$ cat src/rtl/prog_loader.sv
// Boot-time program loader: framed byte stream -> RAM write port, checksum gate on cpu_run.
// Define LOADER_CLEAR_EN to zero the whole RAM after reset/restart before accepting a frame.
module prog_loader #(
  parameter logic [7:0]  BASE_ADDR = 8'h00,
  parameter logic [15:0] TIMEOUT   = 16'd1000
) (
  input  logic       clk,
  input  logic       rst_n,
  input  logic [7:0] in_data,
  input  logic       in_valid,
  output logic       in_ready,
  input  logic       restart,
  output logic [7:0] ram_addr,
  output logic [7:0] ram_data,
  output logic       ram_we,
  output logic       cpu_run,
  output logic       load_busy,
  output logic       load_err,
  output logic [7:0] byte_count
);

`ifdef LOADER_CLEAR_EN
  typedef enum logic [2:0] {S_IDLE, S_DATA, S_CHECK, S_RUN, S_ERR, S_CLEAR} state_t;
  localparam state_t RST_STATE = S_CLEAR;
  logic [7:0] clr_idx;
`else
  typedef enum logic [2:0] {S_IDLE, S_DATA, S_CHECK, S_RUN, S_ERR} state_t;
  localparam state_t RST_STATE = S_IDLE;
`endif

  state_t      state, state_d;
  logic [7:0]  acc, len_q, chk_sum, last_idx;
  logic [15:0] tcnt;
  logic        hs, expired;

  // LEN=0 encodes 256 bytes; the 8-bit wrap of len_q-1 handles that for free
  assign last_idx = len_q - 8'd1;
  assign chk_sum  = acc + in_data;
  assign expired  = (tcnt == TIMEOUT);
  assign hs       = in_valid & in_ready;

  always_comb begin
    state_d   = state;
    in_ready  = (state == S_IDLE) || (state == S_DATA) || (state == S_CHECK);
    load_busy = (state == S_DATA) || (state == S_CHECK);
    case (state)
      S_IDLE:  if (hs) state_d = S_DATA;
      S_DATA: begin
        if (hs) begin
          if (byte_count == last_idx) state_d = S_CHECK;
        end else if (expired) state_d = S_ERR;
      end
      S_CHECK: begin
        if (hs) state_d = (chk_sum == 8'h00) ? S_RUN : S_ERR;
        else if (expired) state_d = S_ERR;
      end
`ifdef LOADER_CLEAR_EN
      S_CLEAR: begin
        load_busy = 1'b1;
        if (clr_idx == 8'hFF) state_d = S_IDLE;
      end
`endif
      default: ;
    endcase
    // restart beats everything, including a same-cycle handshake
    if (restart) state_d = RST_STATE;
  end

  always_ff @(posedge clk or negedge rst_n) begin
    if (!rst_n) begin
      state      <= RST_STATE;
      ram_we     <= 1'b0;
      ram_addr   <= BASE_ADDR;
      ram_data   <= 8'h00;
      cpu_run    <= 1'b0;
      load_err   <= 1'b0;
      byte_count <= 8'h00;
      acc        <= 8'h00;
      len_q      <= 8'h00;
      tcnt       <= 16'd0;
`ifdef LOADER_CLEAR_EN
      clr_idx    <= 8'h00;
`endif
    end else begin
      state    <= state_d;
      ram_we   <= 1'b0;
      cpu_run  <= (state == S_RUN);
      load_err <= (state == S_ERR);
      if (restart) begin
        cpu_run    <= 1'b0;
        load_err   <= 1'b0;
        byte_count <= 8'h00;
        acc        <= 8'h00;
        tcnt       <= 16'd0;
`ifdef LOADER_CLEAR_EN
        clr_idx    <= 8'h00;
`endif
      end else begin
        case (state)
          S_IDLE: if (hs) begin
            len_q      <= in_data;
            acc        <= in_data;
            byte_count <= 8'h00;
            tcnt       <= 16'd0;
          end
          S_DATA, S_CHECK: begin
            if (hs) begin
              tcnt <= 16'd0;
              if (state == S_DATA) begin
                acc        <= chk_sum;
                ram_we     <= 1'b1;
                ram_addr   <= BASE_ADDR + byte_count;
                ram_data   <= in_data;
                byte_count <= byte_count + 8'd1;
              end
            end else begin
              tcnt <= tcnt + 16'd1;
            end
          end
`ifdef LOADER_CLEAR_EN
          S_CLEAR: begin
            ram_we   <= 1'b1;
            ram_addr <= BASE_ADDR + clr_idx;
            ram_data <= 8'h00;
            clr_idx  <= clr_idx + 8'd1;
          end
`endif
          default: ;
        endcase
      end
    end
  end

endmodule

$ cat config.mk
export PLATFORM = sky130hd
export DESIGN_NAME = prog_loader
export DESIGN_NICKNAME = d
export VERILOG_FILES = /design/src/rtl/prog_loader.sv
export SDC_FILE = /design/constraint.sdc
export NUM_CORES = 1
export LEC_CHECK = 0
export CAP_MARGIN = 15
export CORE_MARGIN = 3
export CORE_UTILIZATION = 55
export CTS_CLUSTER_DIAMETER = 50
export DETAILED_ROUTE_END_ITERATION = 8
export PLACE_DENSITY = 0.79
export SYNTH_ARGS = -nofsm -noshare
export SYNTH_HDL_FRONTEND = slang
export SYNTH_SLANG_ARGS = --single-unit
$ cat constraint.sdc
create_clock -name clk -period 5.23 [get_ports clk]
set_clock_uncertainty 0.1 [all_clocks]
set_input_delay 1.046 -clock clk [delete_from_list [all_inputs] [get_ports clk]]
set_output_delay 1.046 -clock clk [all_outputs]
set_load 0.01 [all_outputs]
## Yosys cells after proc, flatten, opt, wreduce, memory -nomap -nowiden

Cells that the tools add are included.
Widths: inputs -> output; s select.

- Output and inout bits: 29
- Word-level logic and storage cells: 67
- Register bits: 62
- Bits of input ports: 12

- Bitwise logic cells: 2
- Reduce and logical (&&, ||, !) cells: 13
- $add $sub $neg: 4
- Muxes and demuxes: 28
- Equal/unequal tests: 10

Operators by type and width:

| cell | number |
|---|---|
| $mux 8 | 8 |
| $mux 16 | 3 |
| $pmux 16 s2 | 1 |
| $pmux 8 s2 | 2 |
| $mux 3 | 7 |
| $add 16x1->16 const B | 1 |
| $eq 16x10->1 const B | 1 |
| $ne 3x3->1 const B | 3 |
| $pmux 3 s3 | 1 |
| $add 8x1->8 const B | 1 |
| $add 8x8->8 | 1 |
| $eq 8x8->1 | 1 |
| $logic_not 8->1 | 1 |
| $reduce_and 4->1 | 2 |
| $sub 8x1->8 const B | 1 |
| $eq 3x2->1 const B | 2 |
| $mux 1 | 6 |
| $reduce_and 3->1 | 2 |
| $ne 4x3->1 const B | 1 |
| $reduce_bool 4->1 | 1 |
| $eq 3x1->1 const B | 1 |
| $eq 3x3->1 const B | 1 |
| $logic_not 3->1 | 1 |
| $logic_or 1x1->1 | 3 |
| 5 further kinds | 5 |

## Depth between registers and ports, before layout

- Word-level depth: 7
- Mapped depth: 9
- Mapped depth without buffers: 8

## Least setup slack after synthesis

Ideal clock, no wire load.

- Kind: input -> register
- Start: input in_data[0]
- End: register state[2]
- Stages on the path: 8
- Required time: 5006 ps
- Buffers on the path: 0
- Library setup time: 124 ps
- Slack: 2305 ps
- Data arrival time: 2701 ps
- Cell sequence: ha_1 fa_1 nand3_1 and3_1 nor2_1 nand3b_1 or3_1 o31a_1

- Longest elaborated chain between the ends: 6

RTL lines:

| what | RTL line | RTL |
|---|---|---|
| from (decl) | 9 | `input logic [7:0] in_data,` |
| $add 8x8->8 | 38 | `assign chk_sum = acc + in_data;` |
| $logic_not 8->1 | 54 | `if (hs) state_d = (chk_sum == 8'h00) ? S_RUN : S_ERR;` |
| $mux 3 (2 in series) | 54 |  |
| $pmux 3 s3 | 46 | `case (state)` |
| $mux 3 | 66 | `if (restart) state_d = RST_STATE;` |
| to (signal assigned) | 85 | `state <= state_d;` |
| to (decl) | 31 | `state_t state, state_d;` |

No other way between the ends.
A chain may end at the register's enable or synchronous reset.

## Worst setup path after layout

- Start: register state[0]
- End: output load_busy

- Longest elaborated chain between the ends: 2
- Elaborated cells on any way between the ends: 3
- Those cells by class: 2 x eq/ne; 1 x reduce/logical

RTL lines:

| what | RTL line | RTL |
|---|---|---|
| $eq 3x1->1 / $eq 3x2->1 (equally long branches) | 45 | `load_busy = (state == S_DATA) \|\| (state == S_CHECK);` |
| $logic_or 1x1->1 * | 45 |  |
| to (decl) | 17 | `output logic load_busy,` |

Mark *: on every way between the ends. The rest lies on a longest branch, timed or not.

==> key figures <==
Outcome
  • Status: complete, no violations

Flow run
  • Maxcap violations: 0

Global route
  • Total grt overflow: 0
  • Initial antenna violation count: 0
  • Vias in the first global route: 2726
  • Pin count of the biggest net entering global routing: 63
  • All-Layer GR Usage: 0.232
  • First-pass GRT wire length: 13400 µm

Placement
  • Final GP Congestion: between 0.8 and 0.9
  • Placed wire-length estimate: 5530 µm
  • Port Buf Inserts: 40

Timing
  • RSZ-0062 raised after global routing: false
  • Final Cycle Share: 0.726
  • Fmax: between 200 and 300 MHz
  • Slew HR: 0.293
  • Max-slew violations: 0
  • Hold Vio Cnt, Final: 0
  • Setup TNS: 0 ps
  • Count of final setup violators: 0
  • Crit path time final: between 3000 and 4000 ps
  • Worst hold margin: ~380 ps
  • Slew @ Worst Pin: roughly 1100 ps

Floorplanning
  • Die H: roughly 86 µm
  • DIE AREA: 7420 µm²
  • Core Rows: 28
  • I/O pin count: between 40 and 50
  • Die width: ~86 µm
  • Total core area: 6060 µm²
  • Initial Utilization: 0.583

Final layout
  • Fraction of layout cells with a size suffix above 1: 0.0702
  • NumNets Final: around 420
  • N_diodes: 0
  • Fin util: 0.682
  • Area Overhead vs Synth: 17.0%

Clock network
  • TritonCTS Buffers: 9
  • H-tree depth: 3
  • Clock transition at path regs: 70 ps
  • Hold Buf Count CTS: 0
  • Post-CTS Resized: 0
  • Max clock buf depth: 2
  • # clock sinks: 62
  • Worst skew pair latency: between 300 and 400 ps
  • Root Driver: clkbuf_8
  • CTS tree: done
  • Setup Buffers After CTS: 0

Logic synthesis
  • Synth unique cells: just under 60
  • Compound-Gate Fraction of Synth Area: 0.146
  • Synth Area in Simple Gates: 0.194
  • Yosys top cell by area: dfrtp_1
  • Top_reg_cell synth: dfrtp_1
  • Synthesized flop and latch total: just over 60
  • Largest family of logic cells by synthesized area: simple AND/OR/NAND/NOR gates
  • Number of synthesized flops with an enable pin: 0
  • Mapped Cells: 357
  • Synth top area share: 0.439
  • Syn Area/Cell: 9.90 µm²
  • Yosys warns: 0
  • Post-Synth Adder-Cell Area: 0.0446
  • Sequential area share after synthesis: 0.439
  • Mux share of post-synthesis cell area: 0.0853
  • Synthesized area: 3530 µm²
  • Post-synthesis xor/xnor area fraction: 0.0619
  • Fraction of registers with async set/reset: 1.00
  • Synth Net Count: 381
  • Leading post-synthesis cells by cell area: dfrtp_1, mux2_1, nor2_1, ha_1, xor2_1

Power
  • Gate power share: 0.243
  • Clk pwr share: 0.298
  • Sw Share: 0.326
  • LEAKAGE: around 0.0018 µW
  • P_sw: approximately 410 µW
  • Overall Power: ~1300 µW
  • Seq pwr share: 0.458
  • PwrDens: roughly 300 nW/µm²
  • Internal Pwr Total: 843 µW
  • Peak VDD IR: roughly 0.00028 V

Worst setup path
  • CP endpoint kind: output port
  • Worst Path Arrival: roughly 2700 ps
  • Worst path required time: roughly 4000 ps
  • CP max FO: 18
  • Worst Reg-to-Reg Cells: 6
  • Critical path class: reg -> out
  • Startpoint types: flip-flop

Worst hold path
  • Worst Hold Class: reg -> reg
  • Hold path depth: 1

Detailed routing
  • # DRC: 0
  • Starting DRT DRC Count: 160
  • DR pass1 iterations: 5
  • Drt total wl: a little under 8000 µm
  • Antenna-violating nets left: 0
  • Via count: around 2900
  • Met3 wire length: approximately 500 µm
  • WL/cell: between 15 and 20 µm
  • Routed met1 length: around 3500 µm
  • Top Layer Used: met4
  • Via-per-instance ratio: just over 6
  • Met2 WL: approximately 3600 µm
## cells in the final DEF, fill, tap and decap left out, types with 7 or more instances in the layout
cell type	Yosys	final
inv_1	7	7
nand3_1	12	12
o21ai_1	12	12
xnor2_1	12	12
xor2_1	13	13
nor3_1	11	11
a21oi_1	17	17
mux2_1	25	25
and3_1	7	7
ha_1	11	11
clkbuf_8	0	9
nand2_1	25	25
nor2_1	44	44
a31oi_1	9	9
dfrtp_1	62	62
clkdlybuf4s50_1	0	39
## layer usage
| metal | vias to the layer above | GRT usage |
|---|---|---|
| met5 | - | 0 |
| met4 | 0 | 0.111 |
| met3 | 15 | 0.0375 |
| met2 | 109 | 0.351 |
| met1 | 1374 | 0.324 |
| li1 | 1365 | - |
## worst max-delay path: stages, from the launching register on
cell and delay [ps]:
dfrtp_1 660, xor2_1 180, nand2b_1 430, inv_2 420
clkdlybuf4s50_1 610
## logic make-up (layout without fill, tap and decap cells)
logic type,count (synthesis),count (layout)
buffers and inverters,23,65
AO/OA/AOI/OAI,74,74
AND/OR/NAND/NOR,134,134
adder cells (fa/ha/maj),12,12
multiplexers,27,27
XOR/XNOR,25,25
flip-flops,62,62
## cell type report
class	count	area (µm²)
inverter	8	30.0
sequential	62	1550
timing repair buffer	41	403
clock inverter	7	51.3
multi-input combinational	272	1880
fill	492	1930
clock buffer	9	124
tap	75	93.8
## flip-flops by register name, summed over array words and instances (netlist names)
name	cells
state	3
tcnt	16
len_q	8
ram_data	8
ram_addr	8
cpu_run	1
byte_count	8
ram_we	1
acc	8
load_err	1
## power groups by stage
stage                     clock network, µW  logic (µW)  registers [µW]
after floorplan                           0         187             580
after global placement                    0         292             577
after detailed placement                  0         304             582
after CTS                               382         305             573
after global routing                    402         336             582
final                                   373         304             573
## worst paths after layout
check / start / end / slack, ps
worst min register to register: ram_addr[1] / ram_addr[1] / 380
worst min-delay path: ram_addr[1] / ram_addr[1] / 380
worst max-delay path: state[0] / load_busy / 1430
min in group asynchronous: rst_n / ram_addr[4] / 760
worst max register to register: state[1] / state[0] / 2700
max in group asynchronous: rst_n / tcnt[4] / 3780
## per-stage QoR
stage | cells | setup WS [ps] | instance area, µm²
after global placement | 458 | 1560 | 3960
after detailed placement | 458 | 1500 | 3960
after floorplan | 357 | 2300 | 3530
final | 474 | 1430 | 4130
after global routing | 474 | 1250 | 4130
after CTS | 474 | 1440 | 4130
## synthesized netlist by cell type, types with 2 or more instances
cell type   n
buf_2       4
a21oi_1    17
buf_1       2
clkbuf_1    8
dfrtp_1    62
xor2_1     13
nand2b_1    3
nand2_1    25
mux2i_1     2
mux2_1     25
nor3_1     11
a311oi_1    4
xnor2_1    12
o21ai_0     6
a22oi_1     2
a21o_1      3
and3_1      7
o31ai_1     3
o31a_1      2
nor2b_1     2
a31oi_1     9
nor3b_1     5
inv_1       7
ha_1       11
or3_1       4
nand3b_1    2
nor4b_1     4
nand3_1    12
nor2_1     44
a21oi_2     2
o21ai_1    12
nand4_1     6
Power figures use the tool's default switching activity.
